[config.mk]
export PLATFORM = sky130hd
export DESIGN_NAME = pipe_skid_stage
export DESIGN_NICKNAME = d
export VERILOG_FILES = /design/src/rtl/pipe_skid_stage.sv
export SDC_FILE = /design/constraint.sdc
export NUM_CORES = 1
export LEC_CHECK = 0
export CORE_ASPECT_RATIO = 1.1
export CORE_MARGIN = 4
export CORE_UTILIZATION = 63
export DETAILED_ROUTE_END_ITERATION = 8
export DONT_BUFFER_PORTS = 1
export PLACE_DENSITY = 0.8
export SYNTH_ARGS = -nofsm -noshare
export SYNTH_HDL_FRONTEND = slang
export SYNTH_SLANG_ARGS = --single-unit
export TNS_END_PERCENT = 1
[constraint.sdc]
create_clock -name clk -period 2.2 [get_ports clk]
set_input_delay 0.55 -clock clk [delete_from_list [all_inputs] [get_ports clk]]
set_output_delay 0.55 -clock clk [all_outputs]
set_load 0.03 [all_outputs]
[src/rtl/pipe_skid_stage.sv]
// Elastic two-entry pipeline stage: main/skid payload registers steered by a
// small FSM so that in_ready is registered and never combinational on out_ready.

module RegEnXBit #(
    parameter int unsigned BITLENGTH = 64
) (
    input  logic                 clk,
    input  logic                 reset,
    input  logic                 en,
    input  logic [BITLENGTH-1:0] d,
    output logic [BITLENGTH-1:0] q
);

    always_ff @(posedge clk) begin
        if (reset) begin
            q <= '0;
        end else if (en) begin
            q <= d;
        end
    end

endmodule

module pipe_skid_stage #(
    parameter int unsigned BITLENGTH = 64
) (
    input  logic                 clk,
    input  logic                 reset,
    input  logic                 flush,
    input  logic                 in_valid,
    input  logic [BITLENGTH-1:0] in_data,
    output logic                 in_ready,
    output logic                 out_valid,
    output logic [BITLENGTH-1:0] out_data,
    input  logic                 out_ready,
    output logic [1:0]           occupancy
);

    typedef enum logic [1:0] {
        EMPTY = 2'd0,
        FULL  = 2'd1,
        SKID  = 2'd2
    } state_e;

    state_e               state_q, state_d;
    logic                 out_valid_q, out_valid_d;
    logic                 in_ready_q, in_ready_d;
    logic [1:0]           occupancy_q, occupancy_d;
    logic                 main_en, skid_en, main_from_skid;
    logic [BITLENGTH-1:0] main_d, main_q, skid_q;

    always_comb begin
        state_d        = state_q;
        main_en        = 1'b0;
        skid_en        = 1'b0;
        main_from_skid = 1'b0;
        if (flush) begin
            state_d = EMPTY;
        end else begin
            case (state_q)
                EMPTY: begin
                    if (in_valid) begin
                        state_d = FULL;
                        main_en = 1'b1;
                    end
                end
                FULL: begin
                    if (in_valid && out_ready) begin
                        main_en = 1'b1;
                    end else if (in_valid) begin
                        state_d = SKID;
                        skid_en = 1'b1;
                    end else if (out_ready) begin
                        state_d = EMPTY;
                    end
                end
                SKID: begin
                    if (out_ready) begin
                        state_d        = FULL;
                        main_en        = 1'b1;
                        main_from_skid = 1'b1;
                    end
                end
                default: state_d = EMPTY;
            endcase
        end
    end

    // Status outputs are decoded from the next state so they leave flops directly.
    always_comb begin
        out_valid_d = (state_d != EMPTY);
        in_ready_d  = (state_d != SKID);
        case (state_d)
            FULL:    occupancy_d = 2'd1;
            SKID:    occupancy_d = 2'd2;
            default: occupancy_d = 2'd0;
        endcase
        main_d = main_from_skid ? skid_q : in_data;
    end

    always_ff @(posedge clk) begin
        if (reset) begin
            state_q     <= EMPTY;
            out_valid_q <= 1'b0;
            in_ready_q  <= 1'b1;
            occupancy_q <= 2'd0;
        end else begin
            state_q     <= state_d;
            out_valid_q <= out_valid_d;
            in_ready_q  <= in_ready_d;
            occupancy_q <= occupancy_d;
        end
    end

    RegEnXBit #(.BITLENGTH(BITLENGTH)) u_main (
        .clk   (clk),
        .reset (reset),
        .en    (main_en),
        .d     (main_d),
        .q     (main_q)
    );

    RegEnXBit #(.BITLENGTH(BITLENGTH)) u_skid (
        .clk   (clk),
        .reset (reset),
        .en    (skid_en),
        .d     (in_data),
        .q     (skid_q)
    );

    assign out_valid = out_valid_q;
    assign in_ready  = in_ready_q;
    assign occupancy = occupancy_q;
    assign out_data  = main_q;

endmodule

# Word-level counts from Yosys, hierarchy flattened
# Cells that the tools add are included.
dict set report word_totals {
  reg_bits 134
  in_bits 69
  out_inout_bits 68
  wordCells 33
}
dict set report op_classes {
  eq_ne 5
  n_mux 19
  n_reduce_logical 3
}
# op n
set ops {}
lappend ops {{2-to-1 mux 64 bit} 1}
lappend ops {{2-to-1 mux 2 bit} 6}
lappend ops {{2-to-1 mux 1 bit} 9}
lappend ops {{case mux 2 bit (3 select lines)} 1}
lappend ops {{== test 2 x 1 -> 1 bit, second input constant} 2}
lappend ops {{== test 2 bit, second input constant} 2}
lappend ops {{case mux 2 bit (2 select lines)} 1}
lappend ops {{case mux 1 bit (3 select lines)} 1}
lappend ops {{logical NOT 2 bit} 1}
lappend ops {{!= test 2 bit, second input constant} 1}
lappend ops {{nonzero test 2 bit} 1}
lappend ops {{logical AND 1 bit} 1}

# Logic depth before layout (Yosys ltp)
# Gate-level depths: netlist of run 1.
dict set report logic_depth {
  word_depth 7
  mapped_depth 6
  ltp_nobuf 4
}

# By module
# Synthesis of run 1 repeated with hierarchy kept, for this count alone.
dict set report hier_totals {
  hier_cells 509
  hier_area_um2 5923.2
}
# mod instances cells_each area_each_um2 seq_area_each_um2
set by_module_without_submodules {}
lappend by_module_without_submodules {RegEnXBit 2 206 2290.9 1281.2}
lappend by_module_without_submodules {pipe_skid_stage 1 97 1341.3 120.1}

# Least setup slack after synthesis of run 1
# Ideal clock, no wire load.
dict set report synth_path {
  kind {input-to-reg}
  start {input flush}
  end {register u_main.q[0]}
  setup_time_ps 152
  arrival_time_ps 1698
  required_time_ps 2048
  path_slack_ps 350
  stages 6
  path_buffers 3
  path_cell_list {clkbuf_1 nor3b_2 buf_2 buf_2 mux2i_1 a221oi_2}
}
dict set report synth_via {
  elab_chain_cells 2
  elab_cells_between_ends 3
  cone_classes {3 x mux}
}
# item line
set synth_lines {}
lappend synth_lines {{start, declared} 29} ;# input logic flush,
lappend synth_lines {{2-to-1 mux 1 bit} 57} ;# if (flush) begin
lappend synth_lines {{2-to-1 mux 64 bit} 98} ;# main_d = main_from_skid ? skid_q : in_data;
lappend synth_lines {{end signal, assigned} 16} ;# q <= '0;
lappend synth_lines {{end signal, assigned} 18} ;# q <= d;
lappend synth_lines {{end, declared} 11} ;# output logic [BITLENGTH-1:0] q
# Several ways; a longest one is shown, not always the timed one.
# A chain may end at the register's enable or synchronous reset.

# Worst setup path in the final report of run 1
dict set report layout_path {
  start {register state_q[0]}
  end {register u_main.q[43]}
}
dict set report layout_via {
  elab_chain_cells 4
  elab_cells_between_ends 8
  cone_classes {2 x eq/ne; 5 x mux; 1 x reduce/logical}
}
# item line
set layout_lines {}
lappend layout_lines {{start, declared} 45} ;# state_e state_q, state_d;
lappend layout_lines {{start signal, assigned} 108} ;# state_q <= state_d;
lappend layout_lines {{== test 2 bit} 60} ;# case (state_q)
lappend layout_lines {{2-to-1 mux 1 bit} 60}
lappend layout_lines {{2-to-1 mux 1 bit} 57}
lappend layout_lines {{2-to-1 mux 64 bit} 98}
# Several ways; a longest one is shown, not always the timed one.

==> out/summary.md, run 1 <==
After global routing the overflow that remains totals 0. Async set-reset flop share out of synthesis: 0%. Filler-free cell count of the finished design: 692. For the pin with the worst max-slew slack, the measured transition is 0.561 ns. The logs give 0 for the number of antenna violations at the first check in global routing and 36 for the row count.

For the via count of the first global-routing pass, the log shows 4401. The logs give 0 for the count of synthesis-stage warnings from yosys and 0 for the final antenna diode count. The run gives 61.7% as the worst-case headroom to the max-slew limit. The tools report the share of synthesized area occupied by flip-flops and latches as 46.7%. The met1 track utilization from global routing is 28.2%.

After detailed routing, the number of remaining DRC violations is 0. By count the netlist is led by sky130_fd_sc_hd__dfxtp_1 (134), sky130_fd_sc_hd__nand2_1 (128), sky130_fd_sc_hd__a21oi_1 (64), sky130_fd_sc_hd__mux2i_1 (64), sky130_fd_sc_hd__nor2_1 (64). The element type at the critical path start was a register. The core outline area came out at 8870 um^2.

The number of nets still failing antenna checks after routing came out at 0. The clock slew at the register clock pins of the worst setup and hold paths works out to 0.06 ns. TritonCTS built the clock tree. For this run, the leading register cell type out of synthesis is sky130_fd_sc_hd__dfxtp_1. The first global-routing pass estimated 21800 um of wire. The longest clock path from root to sink contains 2 buffers.

After synthesis the cells add up to 5740 um^2. Along the worst path, the maximum fanout reaches 27. During I/O placement, the number of pins put on the boundary was 137. The vertical die dimension is 108 um.

The count of hold buffers inserted by post-cts repair is 0. The met3 routing resource usage after global routing was 10.5%. In the post-synthesis netlist, the biggest area contributors are sky130_fd_sc_hd__dfxtp_1 (47%), sky130_fd_sc_hd__a221oi_2 (16%), sky130_fd_sc_hd__mux2i_1 (11%), sky130_fd_sc_hd__nand2_1 (8.4%), sky130_fd_sc_hd__a21oi_1 (5.6%). Global routing used 25.3% of the available tracks. The flow ran to the end, and the final reports show no timing, DRC or antenna violations. The fraction of final layout cells sized beyond drive strength 1 is 18.5%, and the post-CTS setup-driven buffer insertion count is 0.

Synthesis produced a netlist with a net count of 662. The detailed router finished its first iteration with 221 violations. The dominant cell type by area after synthesis is sky130_fd_sc_hd__dfxtp_1. The worst path uses 86.5% of the clock period. After synthesis the netlist holds a flip-flop and latch count of 134. CTS placed an instance of sky130_fd_sc_hd__clkbuf_8 at the clock tree root. The cell with the biggest individual delay on the critical path was sky130_fd_sc_hd__or3b_1. The logs give 0 for the number of slew-limit violations in the final report and 0.00607 W for the total power consumption of the routed design. Across all layers, the routed design uses 4279 vias.

Number of buffers and inverters on the critical path: 1. The type of the worst setup path was register to register. The filler cells instantiated in the layout total 614. The top cell family by delay on the critical path was simple AND/OR/NAND/NOR gates. After clock tree synthesis, the repair step resized 0 gates. Per report_power, the sequential group accounts for 45.6% of the total. The x dimension of the die was 99.0 um.

Proportion of netlist area held by the largest area contributor: 46.7%. For this run, the detailed router's first-pass iteration total came to 5. For this configuration, the core starts out at a cell density of 64.7%. The number of I/O port buffers came out at 0.

Setup repair after global routing left no endpoint under its margin. After detailed placement, the design holds a cell count of 661. The number of flops mapped to enable cells by yosys is 0, and the TritonCTS buffer count is 17. Counting every instance in the synthesized netlist gives 593.

The clock arrives with 0.00697 ns of skew. For the total count of hold-check failures in the final report, the log shows 0. The tightest min-delay check is of the primary input to register type. The per-cell via count in the routed design is 6.18, and the final wirelength is 13400 um. Dividing the detail-routed wire length by the instance count gives 19.4 um. Data on the critical path arrives at its endpoint at 2.33 ns. The share of total power dissipated in the clock network is 49.1%.

The H-tree was split into 4 levels. The tools report the CTS sink count as 134. The critical path endpoint category is a register.

Setup violations remaining at the end of the flow were counted as 0. The tools report the clock latency of the later-clocked register in the worst-skew pair as 0.52 ns. At the worst endpoint, the required time is 2.62 ns. met2 is the most crowded layer. The number of different library cells used by synthesis comes to 28. Per report_power, the combinational group accounts for 5.3% of the total. The aggregate negative setup slack is 0 ns. sky130_fd_sc_hd__dfxtp_1 is the most common cell in the netlist. The total internal power was 0.00460 W; the minimum clock period after layout was 1.90 ns. The final layout contains 635 nets.

Walking the worst path, the cells encountered are nor2b_2, or3b_1, or2_4, buf_12, a221oi_1. Net switching is 24.2% of the power. The tools report the leakage component of the power as 1.98 nW. For this run, the top clock speed supported by timing is 525 MHz.

The area added between synthesis and finish came out at 11.3%. The post-synthesis average cell area was 9.68 um^2; the routability-driven placement congestion ratio was 0.770. IR analysis of the VDD net gives a maximum drop of 531 uV. The power per cell area is 950 nW/um^2. For this design the total switching power over the nets is 0.00147 W. Max-cap violations in this run came to 0. Detailed placement ended at an HPWL of 8230 um. The longest individual stage delay on the worst path is 0.41 ns, and the total die area is 10700 um^2.

The met2 track utilization from global routing was 42.9%; the maximum number of pins on one net before global-route repair was 134.
per-layer routing:
metal	part of all wire, %	vias to the layer above
li1	-	2046
met1	39	2093
met2	51	123
met3	8.5	17
met4	1.4	0
met5	0	-
cell type report:
type / count / area, um^2 / share of cell area, %
inverter: 1 / 3.75 / 0.0587
timing repair buffer: 10 / 150 / 2.35
tap: 114 / 143 / 2.23
clock buffer: 20 / 455 / 7.13
sequential: 134 / 2680 / 42.0
clock inverter: 11 / 173 / 2.70
multi-input combinational: 402 / 2780 / 43.5
cell families (layout without fill, tap and decap cells):
group	after synthesis	count (layout)	synth area share [%]
and+or+nand+nor	203	203	14.0
AOI/OAI and AO/OA	134	134	22.7
DFF	134	134	46.7
muxes	64	64	11.2
buffers and inverters	57	42	5.23
xor gates and xnor gates	1	1	0.153
power groups by stage:
stage,Sequential [W],Combinational (W),Clock [W]
2_1_floorplan,0.00279,0.000324,0
3_3_place_gp,0.00282,0.000305,0
3_5_place_dp,0.00282,0.000324,0
4_1_cts,0.00277,0.000327,0.00300
5_1_grt,0.00278,0.000356,0.00312
6_report,0.00277,0.000324,0.00298
worst paths after layout:
check          startpoint            to  slack, ns  cells past startpoint
max reg2reg    state_q[0]  u_main.q[43]       0.30                      5
min reg2reg  u_skid.q[55]  u_skid.q[55]       0.45                      2
min                 reset  u_main.q[51]       0.09                      1
max            state_q[0]  u_main.q[43]       0.30                      5
registers in the layout, indices dropped and copies added, names as in the netlist:
register / count
in_ready: 1
occupancy: 2
out_valid: 1
state_q: 2
u_main.q: 64
u_skid.q: 64
cells in the final DEF, fill, tap and decap left out:
| cell type | netlist | final |
|---|---|---|
| sky130_fd_sc_hd__nor3_1 | 2 | 2 |
| sky130_fd_sc_hd__nor2b_2 | 1 | 1 |
| sky130_fd_sc_hd__nor3_4 | 0 | 1 |
| sky130_fd_sc_hd__buf_12 | 0 | 6 |
| sky130_fd_sc_hd__bufinv_16 | 0 | 4 |
| sky130_fd_sc_hd__or3b_1 | 1 | 1 |
| sky130_fd_sc_hd__a21oi_4 | 0 | 1 |
| sky130_fd_sc_hd__nor2_1 | 64 | 64 |
| sky130_fd_sc_hd__buf_4 | 6 | 4 |
| sky130_fd_sc_hd__nand2_1 | 128 | 128 |
| sky130_fd_sc_hd__nand2b_1 | 1 | 1 |
| sky130_fd_sc_hd__a221oi_2 | 60 | 60 |
| sky130_fd_sc_hd__a221oi_1 | 4 | 4 |
| sky130_fd_sc_hd__dfxtp_1 | 134 | 134 |
| sky130_fd_sc_hd__or3_2 | 0 | 1 |
| sky130_fd_sc_hd__inv_1 | 1 | 1 |
| sky130_fd_sc_hd__a21oi_1 | 64 | 64 |
| sky130_fd_sc_hd__o21a_1 | 1 | 1 |
| sky130_fd_sc_hd__inv_6 | 0 | 1 |
| sky130_fd_sc_hd__a211oi_1 | 1 | 1 |
| sky130_fd_sc_hd__nand3b_1 | 2 | 2 |
| sky130_fd_sc_hd__or2_4 | 0 | 1 |
| sky130_fd_sc_hd__a2111oi_0 | 2 | 2 |
| sky130_fd_sc_hd__clkinvlp_4 | 0 | 1 |
| sky130_fd_sc_hd__clkinv_4 | 0 | 3 |
| sky130_fd_sc_hd__xnor2_1 | 1 | 1 |
| sky130_fd_sc_hd__o21bai_1 | 1 | 1 |
| sky130_fd_sc_hd__mux2i_1 | 64 | 64 |
| sky130_fd_sc_hd__nor3b_4 | 0 | 1 |
| sky130_fd_sc_hd__clkinv_2 | 0 | 2 |
| sky130_fd_sc_hd__clkbuf_8 | 0 | 4 |
| sky130_fd_sc_hd__clkbuf_16 | 0 | 16 |
stage by stage:
step / utilization, % / setup slack (ns) / hold WS (ns) / area [um^2]
detailed placement: 64.9 / 0.201 / 0.441 / 5760
global placement: 64.9 / 0.248 / 0.435 / 5760
finish: 72.0 / 0.296 / 0.0892 / 6390
global route: 72.0 / 0.221 / 0.0620 / 6390
floorplan: - / 0.350 / 0.436 / 5740
CTS: 72.0 / 0.299 / 0.0749 / 6390
Note: power is estimated with default switching activity, not from simulation.
==> run 2: changes to the inputs <==
- CTS_CLUSTER_DIAMETER: not set -> 100
- SKIP_CTS_REPAIR_TIMING: not set -> 1
==> results of run 2 <==
No change in the layout: final DEF, timing and power equal those of run 1.
